==> src/rtl/rr_switch_arbiter.sv <==
// N-port round-robin arbiter with registered grant and owner data mux.
// Optional forced release after TIMEOUT_CYC grant cycles: define ARB_TIMEOUT_EN.
module rr_switch_arbiter #(
  parameter int unsigned NUM_PORTS   = 5,
  parameter int unsigned DATA_W      = 1,
  parameter int unsigned TIMEOUT_CYC = 256,
  localparam int unsigned ID_W       = $clog2(NUM_PORTS)
) (
  input  logic                        core_clock,
  input  logic                        core_rst_n,
  input  logic [NUM_PORTS-1:0]        req,
  input  logic [NUM_PORTS*DATA_W-1:0] din,
  output logic [NUM_PORTS-1:0]        gnt,
  output logic [ID_W-1:0]             owner_id,
  output logic                        busy,
  output logic [DATA_W-1:0]           dout,
  output logic                        dout_vld,
  output logic                        timeout
);

  if (NUM_PORTS < 2 || NUM_PORTS > 16) begin : g_bad_ports
    $error("rr_switch_arbiter: NUM_PORTS out of range 2..16");
  end
  if (TIMEOUT_CYC < 2 || TIMEOUT_CYC > 65535) begin : g_bad_timeout
    $error("rr_switch_arbiter: TIMEOUT_CYC out of range 2..65535");
  end

  typedef enum logic [1:0] {
    S_IDLE,
    S_GRANT,
    S_GUARD
  } state_e;

  state_e                state_q, state_d;
  logic [NUM_PORTS-1:0]  gnt_q, gnt_d;
  logic [ID_W-1:0]       owner_q, owner_d;
  logic [ID_W-1:0]       ptr_q, ptr_d;
  logic [DATA_W-1:0]     dout_q, dout_d;
  logic                  vld_q, vld_d;

  logic [ID_W-1:0]       sel;
  logic                  sel_vld;
  logic [ID_W:0]         scan_sum;
  logic [ID_W-1:0]       owner_nxt;
  logic                  req_own;
  logic [DATA_W-1:0]     din_own;
  logic [DATA_W-1:0]     din_a [NUM_PORTS];

`ifdef ARB_TIMEOUT_EN
  logic [15:0]           cnt_q, cnt_d;
  logic                  to_q, to_d;
`endif

  for (genvar g = 0; g < NUM_PORTS; g++) begin : g_unpack
    assign din_a[g] = din[g*DATA_W +: DATA_W];
  end

  assign req_own   = req[owner_q];
  assign din_own   = din_a[owner_q];
  assign owner_nxt = (owner_q == ID_W'(NUM_PORTS - 1)) ? '0 : owner_q + 1'b1;

  // First set request scanning upward from ptr, wrapping at NUM_PORTS.
  always_comb begin
    sel      = '0;
    sel_vld  = 1'b0;
    scan_sum = '0;
    for (int unsigned i = 0; i < NUM_PORTS; i++) begin
      scan_sum = {1'b0, ptr_q} + (ID_W+1)'(i);
      if (scan_sum >= (ID_W+1)'(NUM_PORTS)) begin
        scan_sum = scan_sum - (ID_W+1)'(NUM_PORTS);
      end
      if (!sel_vld && req[scan_sum[ID_W-1:0]]) begin
        sel     = scan_sum[ID_W-1:0];
        sel_vld = 1'b1;
      end
    end
  end

  always_comb begin
    state_d = state_q;
    gnt_d   = gnt_q;
    owner_d = owner_q;
    ptr_d   = ptr_q;
`ifdef ARB_TIMEOUT_EN
    cnt_d   = cnt_q;
    to_d    = 1'b0;
`endif
    case (state_q)
      S_IDLE: begin
        if (sel_vld) begin
          gnt_d      = '0;
          gnt_d[sel] = 1'b1;
          owner_d    = sel;
          state_d    = S_GRANT;
`ifdef ARB_TIMEOUT_EN
          cnt_d      = 16'd1;
`endif
        end
      end
      S_GRANT: begin
        if (!req_own) begin
          gnt_d   = '0;
          ptr_d   = owner_nxt;
          state_d = S_GUARD;
        end
`ifdef ARB_TIMEOUT_EN
        else if (cnt_q == 16'(TIMEOUT_CYC)) begin
          gnt_d   = '0;
          ptr_d   = owner_nxt;
          state_d = S_GUARD;
          to_d    = 1'b1;
        end else begin
          cnt_d   = cnt_q + 16'd1;
        end
`endif
      end
      S_GUARD: state_d = S_IDLE;
      default: state_d = S_IDLE;
    endcase
  end

  assign vld_d  = (state_q == S_GRANT) && req_own;
  assign dout_d = vld_d ? din_own : '0;

  always_ff @(posedge core_clock or negedge core_rst_n) begin
    if (!core_rst_n) begin
      state_q <= S_IDLE;
      gnt_q   <= '0;
      owner_q <= '0;
      ptr_q   <= '0;
      dout_q  <= '0;
      vld_q   <= 1'b0;
`ifdef ARB_TIMEOUT_EN
      cnt_q   <= '0;
      to_q    <= 1'b0;
`endif
    end else begin
      state_q <= state_d;
      gnt_q   <= gnt_d;
      owner_q <= owner_d;
      ptr_q   <= ptr_d;
      dout_q  <= dout_d;
      vld_q   <= vld_d;
`ifdef ARB_TIMEOUT_EN
      cnt_q   <= cnt_d;
      to_q    <= to_d;
`endif
    end
  end

  assign gnt      = gnt_q;
  assign owner_id = owner_q;
  assign busy     = |gnt_q;
  assign dout     = dout_q;
  assign dout_vld = vld_q;
`ifdef ARB_TIMEOUT_EN
  assign timeout  = to_q;
`else
  assign timeout  = 1'b0;
`endif

endmodule

==> config.mk <==
export PLATFORM = sky130hd
export DESIGN_NAME = rr_switch_arbiter
export DESIGN_NICKNAME = d
export VERILOG_FILES = /design/src/rtl/rr_switch_arbiter.sv
export SDC_FILE = /design/constraint.sdc
export NUM_CORES = 1
export LEC_CHECK = 0
export CAP_MARGIN = 40
export CORE_UTILIZATION = 65
export CTS_CLUSTER_SIZE = 20
export DETAILED_ROUTE_END_ITERATION = 10
export DONT_BUFFER_PORTS = 1
export PLACE_DENSITY = 0.91
export SLEW_MARGIN = 20
export SYNTH_ARGS = -nofsm -noshare
export SYNTH_HDL_FRONTEND = slang
export SYNTH_SLANG_ARGS = --single-unit
==> constraint.sdc <==
create_clock -name core_clock -period 11.35 [get_ports core_clock]
set_input_delay 1.135 -clock core_clock [delete_from_list [all_inputs] [get_ports core_clock]]
set_output_delay 1.135 -clock core_clock [all_outputs]
set_load 0.1 [all_outputs]
# --- Yosys cells after proc, flatten, opt, wreduce, memory -nomap -nowiden ---
# Cells that the tools add are included.
word_totals:
  latchBits: 0
  register_bits: 15
  word_cells: 93
  ram_bits: 0
  mem_bits_ro: 0
  inputBits: 12
  out_inout_bits: 12
  memories: 0
classes:
  reduce_logical: 17
  n_div: 0
  shifts: 0
  mux: 40
  n_addsub: 10
  n_eq_ne: 4
  bitwise: 2
  magnitude_cmp: 14
  mul: 0
ops:
  columns: ["operator", "count"]
  rows:
  - ["two-way mux 3 bit", 11]
  - ["less-than comparator 3 x 4 -> 1 bit, second input constant", 7]
  - ["binary-select mux 1 bit (select 3 bit)", 7]
  - ["greater-or-equal comparator 4 x 3 -> 1 bit, second input constant", 4]
  - ["two-way mux 1 bit", 15]
  - ["subtractor 3 bit, second input constant", 5]
  - ["two-way mux 5 bit", 2]
  - ["case mux 5 bit (2 select lines)", 1]
  - ["adder 3 x 2 -> 4 bit, second input constant", 2]
  - ["logical AND 1 bit", 6]
  - ["AND reduction 2 bit", 3]
  - ["OR reduction 5 bit", 1]
  - ["adder 3 x 1 -> 4 bit, second input constant", 1]
  - ["adder 3 x 3 -> 4 bit, second input constant", 1]
  - ["greater-or-equal comparator 4 bit, second input constant", 1]
  - ["logical NOT 1 bit", 4]
  - ["two-way mux 2 bit", 2]
  - ["inequality test 2 bit, second input constant", 2]
  - ["NOT 3 -> 4 bit", 1]
  - ["case mux 2 bit (2 select lines)", 1]
  - ["adder 3 x 1 -> 3 bit, second input constant", 1]
  - ["demux 1 bit (select 3 bit)", 1]
  - ["equality test 3 bit, second input constant", 1]
  - ["greater-or-equal comparator 3 x 1 -> 1 bit, second input constant", 1]
  - ["other kinds (6)", 6]

# --- Longest topological paths before layout ---
logic_depth:
  depth_word: 23
  ltp_mapped: 15
  depth_no_buf: 13

# --- Worst setup path before layout ---
# Ideal clock, no wire load.
synth_timing:
  kind: "register to register"
  start: "register ptr_q[1]"
  end: "register owner_q[1], in the netlist owner_id[1]"
  setup_ns: 0.126
  slack_ns: 7.715
  required_time_ns: 11.224
  path_stages_with_launch: 14
  synth_period_minus_slack_ns: 3.635
  path_buffers: 2
  t_arrival_ns: 3.509
  cell_sequence: "dfrtp_1 > clkbuf_1 > inv_1 > ha_1 > a221o_1 > or3_1 > a32o_1 > and2_4 > buf_6 > nor4_4 > and2b_2 > nand2_1 > o32a_1 > mux2_2"
synth_between:
  elab_chain_len: 18
  elab_cells_between_ends: 48
  classes_between: "9 x add/sub; 5 x order compare; 25 x mux; 9 x reduce/logical"
synth_lines:
  columns: ["element", "line_no", "text"]
  rows:
  - ["start: declaration", "37", "logic [ID_W-1:0] ptr_q, ptr_d;"]
  - ["start signal: assignment", "141", "ptr_q <= ptr_d;"]
  - ["parallel branches: the longest is 18 deep, another holds adder 3 x 1 -> 4 bit", null, null]
  - ["end signal: assignment", "140", "owner_q <= owner_d;"]
  - ["end: declaration", "36", "logic [ID_W-1:0] owner_q, owner_d;"]
# Several ways; the timed one is not identified. The select of a mux whose other input is x is not followed.
# A chain may end at the register's enable or synchronous reset.

# --- Worst setup path in the final report ---
layout_timing:
  start: "register ptr_q[0]"
  end: "register gnt_q[2], in the netlist gnt[2]"
layout_between:
  elab_chain_len: 23
  elab_cells_between_ends: 56
  classes_between: "9 x add/sub; 7 x order compare; 1 x eq/ne; 29 x mux; 10 x reduce/logical"
layout_lines:
  columns: ["element", "line_no", "text"]
  rows:
  - ["parallel branches: the longest is 23 deep, another holds adder 3 x 1 -> 4 bit", null, null]
  - ["end signal: assignment", "139", "gnt_q <= gnt_d;"]
  - ["end: declaration", "35", "logic [NUM_PORTS-1:0] gnt_q, gnt_d;"]
# Several ways; the timed one is not identified. The select of a mux whose other input is x is not followed.

==> impl_metrics.py <==
metrics = {
    "detailed_routing": {
        "ant_nets": 0,
        "drt_iter0_drc": 246,
        "dr.pass1.iters": 5,
        "avgViaCountPerCell": 7.438,
        "vias": 2053,
        "totalWireLength_um": 5873,
        "remaining_drc_errors": 0,
        "routedWlPerCell_um": 21.28,
    },
    "setup_path": {
        "worstPathArrival_ps": 4430,
        "crit_buf_inv": 2,
        "crit_path_end_kind": "register",
        "cp.required_ps": 11560,
        "crit_path_max_incr_delay_ps": 670,
        "path_cells": "buf_8 -> inv_1 -> ha_1 -> mux2_2 -> a221o_1 -> a32o_1 -> and2_4 -> o41ai_1 -> nor2_1 -> a211oi_2 -> nor2_1 -> a22o_1",
        "crit_top_cell": "nor2_1",
        "cpMaxStageDelayCell": "ha_1",
        "crit_family": "compound AO/OA/AOI/OAI gates",
        "start_kind": "register",
        "crit_fanout": 21,
        "worst-setup-path-type": "register to register",
    },
    "global_route": {
        "antenna_found_initial": 0,
        "grt-ovfl-total": 0,
        "grt_pass1_wl_um": 9832,
        "grt_start_max_net_pins": 34,
        "track_usage": 0.3984,
        "grt_pass1_vias": 2052,
    },
    "layout": {
        "most-common-layout-cells": "nand2_1, nor2_1, a21oi_1, dfrtp_1, o21ai_0",
        "seqCellArea_um2": 375.4,
        "drive_gt1_frac": 0.1306,
        "final_common_cell": "nand2_1",
        "nFillCells": 180,
        "nets": 269,
        "areaGrowthSynthToFinish_pct": 14.77,
        "n_antenna_cell": 0,
        "multiInputGateArea_um2": 1425,
    },
    "logic_synthesis": {
        "yosys.area.top_type_share": 0.1961,
        "synth_area_um2": 1914,
        "syn_inst": 234,
        "avgSynthCellArea_um2": 8.181,
        "synth_edf_count": 0,
        "synth_top_area_cell": "dfrtp_1",
        "synth_area_leaders": "dfrtp_1, ha_1, nand2_1",
        "synth_cell_types": 61,
        "yosysWarnings": 0,
        "synth_nets": 257,
        "synth_seq_area_share": 0.1961,
        "ys.flop_type": "dfrtp_1",
        "ys_ff_latch": 15,
        "synth-async-reset-ratio": 1.000,
    },
    "cts": {
        "clk_latency_ps": 310,
        "clock_sinks": 15,
        "htreeDepth": 1,
        "ctsRootBufferMaster": "clkbuf_4",
        "cts_tree": "yes",
        "clkTransAtPathRegs_ps": 100,
        "cts_buffers": 3,
        "cts.hold.buffers_added": 0,
        "cts_resized": 0,
        "clock_path_buffers": 2,
        "post_cts_buffers": 0,
    },
    "place": {
        "portBuffers": 0,
        "place_congestion": 0.9642,
        "dpl.hpwl_um": 4437,
    },
    "timing": {
        "finalSetupViolCount": 0,
        "fin_crit_sh": 0.3718,
        "maxSlewViolCount": 0,
        "hold_viol": 0,
        "fin_skew_ps": 20.11,
        "fmax_ghz": 0.2370,
        "period_needed_ps": 4220,
        "max_slew_margin": 0.3915,
        "rsz0062_at_grt": "false",
        "timing.setup.tns_ps": 0,
        "tightest_slew_ps": 913.4,
    },
    "die": {
        "rows": 19,
        "die_h_um": 56.27,
        "pin_count": 24,
        "die_x_um": 56.27,
        "fp.coreArea_um2": 2781,
        "initial_core_util": 0.6883,
        "die-area_um2": 3166,
    },
    "status": {
        "outcome": "complete, no violations",
    },
    "hold_path": {
        "hold_path.class": "input port to asynchronous set/reset pin",
    },
    "flow_run": {
        "drv_cap": 0,
    },
}
==> registers in the layout (all words and copies together) (netlist names) <==
signal and count:
dout 1, dout_vld 1, state_q 2, owner_id 3
ptr_q 3, gnt 5
==> synthesized netlist by cell type (5+ instances only) <==
cell	number
nand2_1	22
nor2_1	16
a21oi_1	15
dfrtp_1	15
o21ai_0	14
inv_1	12
ha_1	10
nand2b_1	9
nand3_1	6
a22o_1	5
clkbuf_1	5
mux2_2	5
mux2i_1	5
==> worst reg2reg max path, delay by kind of cell, from the launching register on <==
kind	cells	cell delay, ps
flops	1	620
compound gates	5	1620
fa+ha+maj	1	670
mux	1	440
simple gates	3	380
buf+inv	2	410
==> final timing paths <==
| kind | endpoint | start | depth (start not counted) | slack [ps] |
|---|---|---|---|---|
| max | gnt[2]$_DFFE_PN0P_ | ptr_q[0]$_DFFE_PN0P_ | 12 | 7130 |
| min in group core_clock | state_q[1]$_DFFE_PN0P_ | state_q[1]$_DFFE_PN0P_ | 1 | 620 |
| min | gnt[4]$_DFFE_PN0P_ | core_rst_n | 0 | 500 |
| min reg2reg | state_q[1]$_DFFE_PN0P_ | state_q[1]$_DFFE_PN0P_ | 1 | 620 |
| max reg2reg | gnt[2]$_DFFE_PN0P_ | ptr_q[0]$_DFFE_PN0P_ | 12 | 7130 |
| max in group asynchronous | ptr_q[0]$_DFFE_PN0P_ | core_rst_n | 0 | 10750 |
==> kinds of logic (layout without fill, tap and decap cells) <==
kind of cell,count (synthesis),after routing,share of synthesized area
AO/OA/AOI/OAI,80,80,0.3072
XOR/XNOR,4,4,0.01830
adder cells (fa/ha/maj),11,11,0.07582
buffers and inverters,24,35,0.05948
flip-flops,15,15,0.1961
multiplexers,14,14,0.09673
other,1,1,0.001959
AND/OR/NAND/NOR,85,85,0.2445
==> cell type report <==
type                            count  area share
Multi-Input combinational cell    195      0.6486
Tap cell                           31     0.01765
Clock inverter                      1    0.002278
Sequential cell                    15      0.1708
Clock buffer                        3     0.01025
Inverter                           12     0.02050
Timing Repair Buffer               19      0.1298
==> layer usage <==
metal | track usage | vias up | wire (µm)
met4 | 0.1882 | 0 | 318
met5 | 0 | - | 0
li1 | - | 911 | -
met2 | 0.6939 | 143 | 2906
met1 | 0.4903 | 957 | 2124
met3 | 0.04608 | 42 | 523
==> metrics by stage <==
stage	hold slack, ps	cells	area (µm²)	setup WS, ps	utilization
final	504.2	276	2197	7130	0.7899
after global routing	505.2	276	2197	6873	0.7899
after CTS	503.6	275	2182	6785	0.7845
after detailed placement	564.9	271	2155	6785	0.7746
after global placement	641.7	253	1884	6919	0.6775
after floorplan	539.7	234	1914	7715	-
Power is left out: the tool's default activity adds up to more than one toggle a clock period on the data nets, which glitch-free logic cannot reach.
